$ cat src/rtl/alu_pkg.sv
// Shared definitions for the multi-cycle ALU execute controller: opcodes,
// flag positions, instruction field positions and the sequencing states.
package alu_pkg;

    localparam int NREGS = 16;
    localparam int AW    = 4;
    localparam int DW    = 16;
    localparam int FW    = 5;

    localparam logic [3:0] OP_NOP  = 4'h0;
    localparam logic [3:0] OP_AND  = 4'h1;
    localparam logic [3:0] OP_OR   = 4'h2;
    localparam logic [3:0] OP_XOR  = 4'h3;
    localparam logic [3:0] OP_LSH  = 4'h4;
    localparam logic [3:0] OP_ADD  = 4'h5;
    localparam logic [3:0] OP_ADDU = 4'h6;
    localparam logic [3:0] OP_ADDC = 4'h7;
    localparam logic [3:0] OP_NOT  = 4'h8;
    localparam logic [3:0] OP_SUB  = 4'h9;
    localparam logic [3:0] OP_SUBC = 4'hA;
    localparam logic [3:0] OP_CMP  = 4'hB;
    localparam logic [3:0] OP_ASHU = 4'hC;
    localparam logic [3:0] OP_MOV  = 4'hD;
    localparam logic [3:0] OP_RSH  = 4'hE;
    localparam logic [3:0] OP_ALSH = 4'hF;

    localparam int FLAG_Z = 4;
    localparam int FLAG_C = 3;
    localparam int FLAG_O = 2;
    localparam int FLAG_L = 1;
    localparam int FLAG_N = 0;

    localparam int OP_MSB     = 15;
    localparam int OP_LSB     = 12;
    localparam int RD_MSB     = 11;
    localparam int RD_LSB     = 8;
    localparam int IMMSEL_BIT = 7;
    localparam int IMM_MSB    = 6;
    localparam int RS_MSB     = 3;

    typedef enum logic [1:0] {
        ST_IDLE = 2'd0,
        ST_READ = 2'd1,
        ST_EXEC = 2'd2,
        ST_WB   = 2'd3
    } state_e;

    // Logical ops and ADDU treat the immediate as unsigned; everything else sign-extends.
    function automatic logic [DW-1:0] extendImm(input logic [3:0] op, input logic [6:0] imm7);
        if (op == OP_ADDU || op == OP_AND || op == OP_OR || op == OP_XOR)
            return {9'b0, imm7};
        return {{9{imm7[6]}}, imm7};
    endfunction

    function automatic logic writesReg(input logic [3:0] op);
        return !(op == OP_NOP || op == OP_CMP);
    endfunction

    function automatic logic updatesCarryOvf(input logic [3:0] op);
        return (op == OP_ADD || op == OP_ADDC || op == OP_SUB || op == OP_SUBC);
    endfunction

endpackage

$ cat src/rtl/regfile.sv
// 16x16 register file: two asynchronous read ports, a debug read port and one
// synchronous write port; the whole array clears while rst_n is low.
module regfile
    import alu_pkg::*;
(
    input  logic          clk,
    input  logic          rst_n,
    input  logic [AW-1:0] raddr_a_i,
    output logic [DW-1:0] rdata_a_o,
    input  logic [AW-1:0] raddr_b_i,
    output logic [DW-1:0] rdata_b_o,
    input  logic [AW-1:0] dbg_addr_i,
    output logic [DW-1:0] dbg_data_o,
    input  logic          we_i,
    input  logic [AW-1:0] waddr_i,
    input  logic [DW-1:0] wdata_i
);

    logic [DW-1:0] mem_q [NREGS];

    always_ff @(posedge clk or negedge rst_n) begin
        if (!rst_n) begin
            for (int i = 0; i < NREGS; i++) begin
                mem_q[i] <= '0;
            end
        end else if (we_i) begin
            mem_q[waddr_i] <= wdata_i;
        end
    end

    assign rdata_a_o  = mem_q[raddr_a_i];
    assign rdata_b_o  = mem_q[raddr_b_i];
    assign dbg_data_o = mem_q[dbg_addr_i];

endmodule

$ cat src/rtl/alu_exec_ctrl.sv
// Sequences one register/immediate instruction at a time through an external
// combinational ALU: IDLE -> READ -> EXEC -> WB, with writeback and PSR upkeep.
module alu_exec_ctrl
    import alu_pkg::*;
(
    input  logic          clk,
    input  logic          rst_n,
    input  logic          instr_valid,
    input  logic [15:0]   instr,
    output logic          instr_ready,
    output logic [DW-1:0] alu_a,
    output logic [DW-1:0] alu_b,
    output logic [3:0]    alu_op,
    output logic          alu_cin,
    input  logic [DW-1:0] alu_c,
    input  logic [FW-1:0] alu_flags,
    output logic          done,
    output logic [DW-1:0] result,
    output logic [FW-1:0] psr,
    input  logic [AW-1:0] dbg_addr,
    output logic [DW-1:0] dbg_data
);

    state_e        state_q, state_d;
    logic [15:0]   instr_q, instr_d;
    logic [DW-1:0] alu_a_q, alu_a_d;
    logic [DW-1:0] alu_b_q, alu_b_d;
    logic [3:0]    alu_op_q, alu_op_d;
    logic [DW-1:0] alu_res_q, alu_res_d;
    logic [FW-1:0] alu_flags_q, alu_flags_d;
    logic [DW-1:0] result_q, result_d;
    logic [FW-1:0] psr_q, psr_d;
    logic          done_q, done_d;

    logic [3:0]    op;
    logic [AW-1:0] rdest;
    logic [AW-1:0] rsrc;
    logic          immSel;
    logic [6:0]    imm7;
    logic [DW-1:0] rdataA, rdataB;
    logic [DW-1:0] operandA, operandB;
    logic          regWe;
    logic [DW-1:0] wbData;

    assign op     = instr_q[OP_MSB:OP_LSB];
    assign rdest  = instr_q[RD_MSB:RD_LSB];
    assign rsrc   = instr_q[RS_MSB:0];
    assign immSel = instr_q[IMMSEL_BIT];
    assign imm7   = instr_q[IMM_MSB:0];

    regfile u_regfile (
        .clk        (clk),
        .rst_n      (rst_n),
        .raddr_a_i  (rdest),
        .rdata_a_o  (rdataA),
        .raddr_b_i  (rsrc),
        .rdata_b_o  (rdataB),
        .dbg_addr_i (dbg_addr),
        .dbg_data_o (dbg_data),
        .we_i       (regWe),
        .waddr_i    (rdest),
        .wdata_i    (wbData)
    );

    // NOT is unary and operates on operand B, so B is steered onto the A input too.
    assign operandB = immSel ? extendImm(op, imm7) : rdataB;
    assign operandA = (op == OP_NOT) ? operandB : rdataA;

    // MOV bypasses the ALU and writes the operand it was given.
    assign wbData = (alu_op_q == OP_MOV) ? alu_b_q : alu_res_q;
    assign regWe  = (state_q == ST_WB) && writesReg(op);

    always_ff @(posedge clk or negedge rst_n) begin
        if (!rst_n) begin
            state_q     <= ST_IDLE;
            instr_q     <= '0;
            alu_a_q     <= '0;
            alu_b_q     <= '0;
            alu_op_q    <= OP_NOP;
            alu_res_q   <= '0;
            alu_flags_q <= '0;
            result_q    <= '0;
            psr_q       <= '0;
            done_q      <= 1'b0;
        end else begin
            state_q     <= state_d;
            instr_q     <= instr_d;
            alu_a_q     <= alu_a_d;
            alu_b_q     <= alu_b_d;
            alu_op_q    <= alu_op_d;
            alu_res_q   <= alu_res_d;
            alu_flags_q <= alu_flags_d;
            result_q    <= result_d;
            psr_q       <= psr_d;
            done_q      <= done_d;
        end
    end

    always_comb begin
        state_d     = state_q;
        instr_d     = instr_q;
        alu_a_d     = alu_a_q;
        alu_b_d     = alu_b_q;
        alu_op_d    = alu_op_q;
        alu_res_d   = alu_res_q;
        alu_flags_d = alu_flags_q;
        result_d    = result_q;
        psr_d       = psr_q;
        done_d      = 1'b0;

        unique case (state_q)
            ST_IDLE: begin
                if (instr_valid) begin
                    instr_d = instr;
                    state_d = ST_READ;
                end
            end
            ST_READ: begin
                alu_a_d  = operandA;
                alu_b_d  = operandB;
                alu_op_d = op;
                state_d  = ST_EXEC;
            end
            ST_EXEC: begin
                alu_res_d   = alu_c;
                alu_flags_d = alu_flags;
                state_d     = ST_WB;
            end
            ST_WB: begin
                result_d = writesReg(op) ? wbData : alu_res_q;
                done_d   = 1'b1;
                if (updatesCarryOvf(op)) begin
                    psr_d[FLAG_C] = alu_flags_q[FLAG_C];
                    psr_d[FLAG_O] = alu_flags_q[FLAG_O];
                end
                if (op == OP_CMP) begin
                    psr_d[FLAG_Z] = alu_flags_q[FLAG_Z];
                    psr_d[FLAG_L] = alu_flags_q[FLAG_L];
                    psr_d[FLAG_N] = alu_flags_q[FLAG_N];
                end
                state_d = ST_IDLE;
            end
            default: state_d = ST_IDLE;
        endcase
    end

    assign instr_ready = (state_q == ST_IDLE);
    assign alu_a       = alu_a_q;
    assign alu_b       = alu_b_q;
    assign alu_op      = alu_op_q;
    assign alu_cin     = psr_q[FLAG_C];
    assign done        = done_q;
    assign result      = result_q;
    assign psr         = psr_q;

endmodule

$ cat config.mk
export PLATFORM = sky130hd
export DESIGN_NAME = alu_exec_ctrl
export DESIGN_NICKNAME = d
export VERILOG_FILES = /design/src/rtl/alu_pkg.sv /design/src/rtl/regfile.sv /design/src/rtl/alu_exec_ctrl.sv
export SDC_FILE = /design/constraint.sdc
export NUM_CORES = 1
export LEC_CHECK = 0
export ABC_AREA = 1
export BUFFER_PORTS_ARGS = -buffer_cell sky130_fd_sc_hd__buf_2
export CORE_UTILIZATION = 45
export CTS_CLUSTER_SIZE = 40
export DETAILED_ROUTE_END_ITERATION = 10
export PLACE_DENSITY = 0.6
export SLEW_MARGIN = 25
export SYNTH_ARGS = -nofsm -noshare
export SYNTH_HDL_FRONTEND = slang
export SYNTH_SLANG_ARGS = --single-unit
$ cat constraint.sdc
create_clock -name clk -period 2.54 [get_ports clk]
set_input_delay 0.127 -clock clk [delete_from_list [all_inputs] [get_ports clk]]
set_output_delay 0.127 -clock clk [all_outputs]
set_load 0.02 [all_outputs]
---- After elaboration in Yosys (flattened, before gate mapping) ----
Index checks and enable logic that the tools add are counted.
word-level totals
  flip-flop bits (word level) ............. 353
  input bits .............................. 44
  output and inout bits ................... 76
operators by class
  $lt $le $gt $ge ......................... 4
  equality and inequality tests ........... 15
  muxes and demuxes ....................... 22
  bitwise operators ....................... 3
  reductions and logical operators ........ 15
operators by type and width
  kind                                                                  count
  256-bit bitwise mux                                                   1
  16-bit two-way mux                                                    13
  16-bit binary-select mux with 4-bit select                            3
  16-bit demux with 4-bit select                                        1
  4-bit == test, second input constant                                  5
  5-bit greater-or-equal comparator, second input constant              3
  4-bit NOT with 5-bit output                                           3
  4-bit by 3-bit == test with 1-bit output, second input constant       3
  4-bit by 2-bit == test with 1-bit output, second input constant       2
  2-bit one-hot mux with 4 select lines                                 1
  1-bit logical OR                                                      7
  2-bit AND reduction                                                   3
  5-bit by 1-bit < comparator with 1-bit output, second input constant  1
  2-bit == test, second input constant                                  2
  4-bit by 1-bit == test with 1-bit output, second input constant       1
  4-bit zero test                                                       1
  2-bit by 1-bit == test with 1-bit output, second input constant       1
  1-bit logical AND                                                     2
  2-bit zero test                                                       1
  1-bit two-way mux                                                     2
  2-bit two-way mux                                                     1
  2-bit inequality test, second input constant                          1
  1-bit zero test                                                       1

---- Longest topological paths before layout ----
  depth after elaboration ................. 8
  mapped depth ............................ 13

---- Cells and area by module ----
Synthesis repeated with hierarchy kept, for this count alone.
second synthesis, totals
  cell total of the unflattened synthesis .. 3,359
  area, all modules ....................... 21,840.9 sq um
modules (own cells, without submodules)
  module         times used  cells each  area an instance (sq um)  seq. area each (sq um)
  regfile        1           2,787       17,245.3                  6,406.1
  alu_exec_ctrl  1           572         4,595.7                   2,427.3

---- Worst setup path after synthesis ----
OpenSTA, ideal clock, no wires.
  path kind ............................... register to register
  from .................................... reg state_q[0]
  to ...................................... reg u_regfile.mem_q[165] in the netlist's numbering
  setup time .............................. 130 ps
  data arrival time ....................... 1,646 ps
  data required time ...................... 2,410 ps
  setup slack ............................. 764 ps
  stages on the path, launching flop included .. 9
  buffers on the path ..................... 2
  cell sequence ........................... dfrtp_1 ha_1 clkbuf_1 inv_2 nor2_4 nand2_2 nor2_2 clkbuf_1 o21ai_0
between the ends
  longest elaborated chain between the ends .. 2
ends and longest elaborated chain
  what                           RTL line             text
  start, declared                alu_exec_ctrl.sv:24  state_e state_q, state_d;
  start signal, assigned         alu_exec_ctrl.sv:86  state_q <= state_d;
  2-bit == test                  alu_exec_ctrl.sv:71  assign regWe = (state_q == ST_WB) && writesReg(op);
  1-bit logical AND              alu_exec_ctrl.sv:71
  end signal, assigned by index  regfile.sv:27        mem_q[waddr_i] <= wdata_i;
  end, declared                  regfile.sv:19        logic [DW-1:0] mem_q [NREGS];
No other way between the ends.
A chain may end at the register's enable or synchronous reset.

---- Worst setup path in the final report ----
  from .................................... reg u_regfile.mem_q[149] in the netlist's numbering
  to ...................................... out dbg_data[5]
between the ends
  longest elaborated chain between the ends .. 3
ends and longest elaborated chain
  what                                                   RTL line             text
  16-bit binary-select mux with 4-bit select             regfile.sv:33        assign dbg_data_o = mem_q[dbg_addr_i];
  16-bit two-way mux (not written as such) (2 in a row)  regfile.sv:33
  end, declared                                          alu_exec_ctrl.sv:21  output logic [DW-1:0] dbg_data
No other way between the ends. The select of a mux whose other input is x is not followed.

==> out/results.md <==
## Status
* completed — result of the run

## Synth
* 0.00242 — fraction of the mapped netlist area in adder cells
* 0.214 — share of the synthesized area in compound gates (AO/OA/AOI/OAI)
* 3033 — Gate Count Post-Synth
* 0.00327 — post-synthesis mux area share
* sky130_fd_sc_hd__dfrtp_1 — post-synth top area cell
* 1.00 — fraction of registers with async set/reset
* 0.253 — simple logic cell fraction of the synthesized area
* 0.427 — fraction of the yosys area taken by sequential cells
* sky130_fd_sc_hd__nand2_1 — dominant cell by count in the synthesized netlist
* 0 — area share of xor/xnor cells in the synthesized design
* sky130_fd_sc_hd__dfrtp_1 (43%), sky130_fd_sc_hd__nand2_1 (16%), sky130_fd_sc_hd__o21ai_0 (11%), sky130_fd_sc_hd__a21oi_1 (6.7%), sky130_fd_sc_hd__inv_1 (5.1%) — top area cells in the synthesized netlist
* sky130_fd_sc_hd__nand2_1 (855), sky130_fd_sc_hd__o21ai_0 (450), sky130_fd_sc_hd__dfrtp_1 (353), sky130_fd_sc_hd__inv_1 (281), sky130_fd_sc_hd__a21oi_1 (279) — most frequent cells after synthesis
* simple AND/OR/NAND/NOR gates — main combinational cell family by area after synthesis
* 29 — number of distinct standard cells referenced by the synthesized netlist
* 3081 — Synth Net Count
* 0.427 — top-area cell type share of the netlist area
* 353 — count of state elements after synthesis
* sky130_fd_sc_hd__dfrtp_1 — ys flop type
* 0 — total number of yosys warnings
* 6.82 um2 — per-instance average area after synthesis
* 0 — number of enable-type register cells in the synthesized netlist
* 20700 um2 — post-synthesis cell area

## Clock network
* yes — TritonCTS clock tree
* 3 — maximum clock path buffer count
* 0.06 ns — register clock-pin slew on the reported worst setup and hold paths
* 2 — # H-tree levels
* 43 — CTS Buf Count
* sky130_fd_sc_hd__clkbuf_16 — buffer type at the clock tree root
* 353 — number of clock sinks
* 0 — postcts setup bufs
* 0.60 ns — worst-skew pair later-pin latency

## Run
* 0 — maxcap violations

## Worst setup path
* 0.36 ns — internal reg-to-reg setup slack
* dbg_data[5] — Critical Path End
* u_regfile.mem_q[228]$_DFFE_PN0P_ — R2R Path End
* 2.41 ns — endpoint required time on the critical path
* 2.18 ns — data arrival at the endpoint of the critical path
* 10 — R2R cell count
* flop — category of the worst setup path launch point
* u_regfile.mem_q[149]$_DFFE_PN0P_ — critical path startpoint
* instr_q[14]$_DFFE_PN0P_ — Reg-to-Reg Start
* output port — critical path endpoint category
* flop to output port — Crit Path Class
* 3 — CP max FO

## Global route
* 130000 um — wire length of the first global-routing pass
* 94 — pin count of the biggest net entering global routing
* 20914 — vias in the first global route
* 2 — number of antenna violations at the first check in global routing
* 0.369 — overall fraction of global-route tracks in use
* 0 — total overflow reported by the global router

## Route
* 21966 — vias
* 0 — Antenna Nets Post-Route
* 0 — number of design rule violations left after detail routing
* 2983 — count of routing violations after the opening detailed-route iteration
* 6 — number of detailed-route iterations in the first pass
* 5.83 — ratio of routed vias to standard cells
* 86600 um — Post-Route WL
* 23.0 um — average routed wire per standard cell

## STA
* 0.0315 ns — maximum clock skew at final layout
* 1.03 ns — pin slew with the least headroom to its limit
* 0 — final count of hold timing violations
* 0.312 — Slew HR
* 2.31 ns — post-layout minimum cycle time
* no — RSZ-0062 raised after global routing
* 0 — number of setup violations in the final report
* 0 — Pins Over Slew Limit
* 0.433 GHz — Fmax achieved
* 0.909 — share of the cycle needed by the critical path after routing
* 0 ns — Setup TNS

## Power and ir drop
* 0.0113 uW — leak pwr
* 32700 uW — overall power consumption
* 1360 nW/um2 — power density over the cells
* 1.05 mV — Max VDD drop

## Die
* 46800 um2 — area of the die
* 78 — standard-cell row count
* 45400 um2 — core area
* 120 — number of top-level pins
* 0.456 — initial core utilization
* 216 um — chip width
* 216 um — die span in y

## Place
* 0.941 — gp weighted congestion
* 119 — number of port buffers
* 56100 um — hpwl dp

## Finish
* 0.532 — core occupancy in the finished layout
* 0.112 — share of cells above drive strength 1
* 3188 — Net count, final
* 16.6% — area grow syn2layout

## Min path
* input port to asynchronous set/reset pin — Tightest Hold Check Type

[per-layer routing]
layer  up-vias  routed length, um  global-route usage
li1      10060                  -                   -
met1     10375              34900               0.499
met2      1264              37600               0.559
met3       267               9130              0.0734
met4         0               4940               0.196
met5         -                  0                   0
[metrics by stage]
stage	std cells	hold WS (ns)	cell area (um2)	worst slack, ns
after floorplan	3033	-0.169	20700	0.764
after global placement	3656	0.169	22400	0.462
after detailed placement	3656	0.167	22400	0.432
after CTS	3767	0.155	24100	0.240
after global routing	3767	0.182	24100	0.105
final	3768	0.131	24100	0.231
[cells by family after synthesis]
| logic type | Yosys count |
|---|---|
| DFF | 353 |
| AOI/OAI and AO/OA | 838 |
| muxes | 6 |
| buffers and inverters | 522 |
| and+or+nand+nor | 1310 |
| adders and majority gates | 4 |
[cell usage in the layout (no fill, tap or decap), types with 6 or more instances in the layout]
cell type	instances
sky130_fd_sc_hd__dlygate4sd3_1	39
sky130_fd_sc_hd__o21ai_0	450
sky130_fd_sc_hd__o221ai_1	30
sky130_fd_sc_hd__inv_1	281
sky130_fd_sc_hd__clkbuf_16	43
sky130_fd_sc_hd__nor2_2	18
sky130_fd_sc_hd__clkbuf_1	7
sky130_fd_sc_hd__nand2_1	854
sky130_fd_sc_hd__mux2_2	6
sky130_fd_sc_hd__clkbuf_8	11
sky130_fd_sc_hd__o211ai_1	18
sky130_fd_sc_hd__nor2_1	224
sky130_fd_sc_hd__buf_2	116
sky130_fd_sc_hd__dfrtp_1	350
sky130_fd_sc_hd__buf_12	24
sky130_fd_sc_hd__clkinv_2	6
sky130_fd_sc_hd__o21ai_1	20
sky130_fd_sc_hd__inv_2	7
sky130_fd_sc_hd__nand4_1	6
sky130_fd_sc_hd__a21oi_1	279
sky130_fd_sc_hd__buf_4	106
sky130_fd_sc_hd__clkinv_1	9
sky130_fd_sc_hd__a31oi_1	11
sky130_fd_sc_hd__o22ai_1	17
sky130_fd_sc_hd__nand3_1	201
[how the worst min path moves through the flow]
stage,end,slack (ns)
6_report,u_regfile.mem_q[106]$_DFFE_PN0P_,0.13
5_1_grt,u_regfile.mem_q[42]$_DFFE_PN0P_,0.18
4_1_cts,u_regfile.mem_q[106]$_DFFE_PN0P_,0.16
3_5_place_dp,u_regfile.mem_q[106]$_DFFE_PN0P_,0.17
3_3_place_gp,u_regfile.mem_q[74]$_DFFE_PN0P_,0.17
2_1_floorplan,alu_a[0]$_DFFE_PN0N_,-0.17
[power by group]
group          internal, uW  leakage, uW  switching, uW
Combinational          4880      0.00613          11700
Sequential             8140      0.00454           1890
Clock                  3520     0.000669           2580
[repair_timing]
item | in CTS | in global routing
hold endpoints to repair | 99 | 0
gates resized for setup | 0 | 0
hold buffers | 39 | 0
[final cells by class]
class | instances | area [um2]
Inverter | 297 | 1110
Antenna cell | 1 | 2.50
Clock buffer | 61 | 1250
Clock inverter | 11 | 93.8
Fill cell | 4400 | 21300
Timing Repair Buffer | 287 | 2270
Multi-Input combinational cell | 2158 | 9800
Tap cell | 600 | 751
Sequential cell | 353 | 8840
[state kept, by name, indices dropped and copies added (netlist names), 5 cells and up]
name and flops:
alu_b 16, alu_a 16, alu_res_q 16, alu_flags_q 5, instr_q 16, result 16
u_regfile.mem_q 256, psr 5
[worst max-delay path: stages, from the launching register on]
cell and delay (ns):
sky130_fd_sc_hd__dfrtp_1 0.37, sky130_fd_sc_hd__inv_1 0.06, sky130_fd_sc_hd__nor2_1 0.08, sky130_fd_sc_hd__a21oi_1 0.05, sky130_fd_sc_hd__o21ai_0 0.21, sky130_fd_sc_hd__o22ai_1 0.11
sky130_fd_sc_hd__o21ai_0 0.44, sky130_fd_sc_hd__buf_2 0.26
Power figures use the tool's default switching activity.
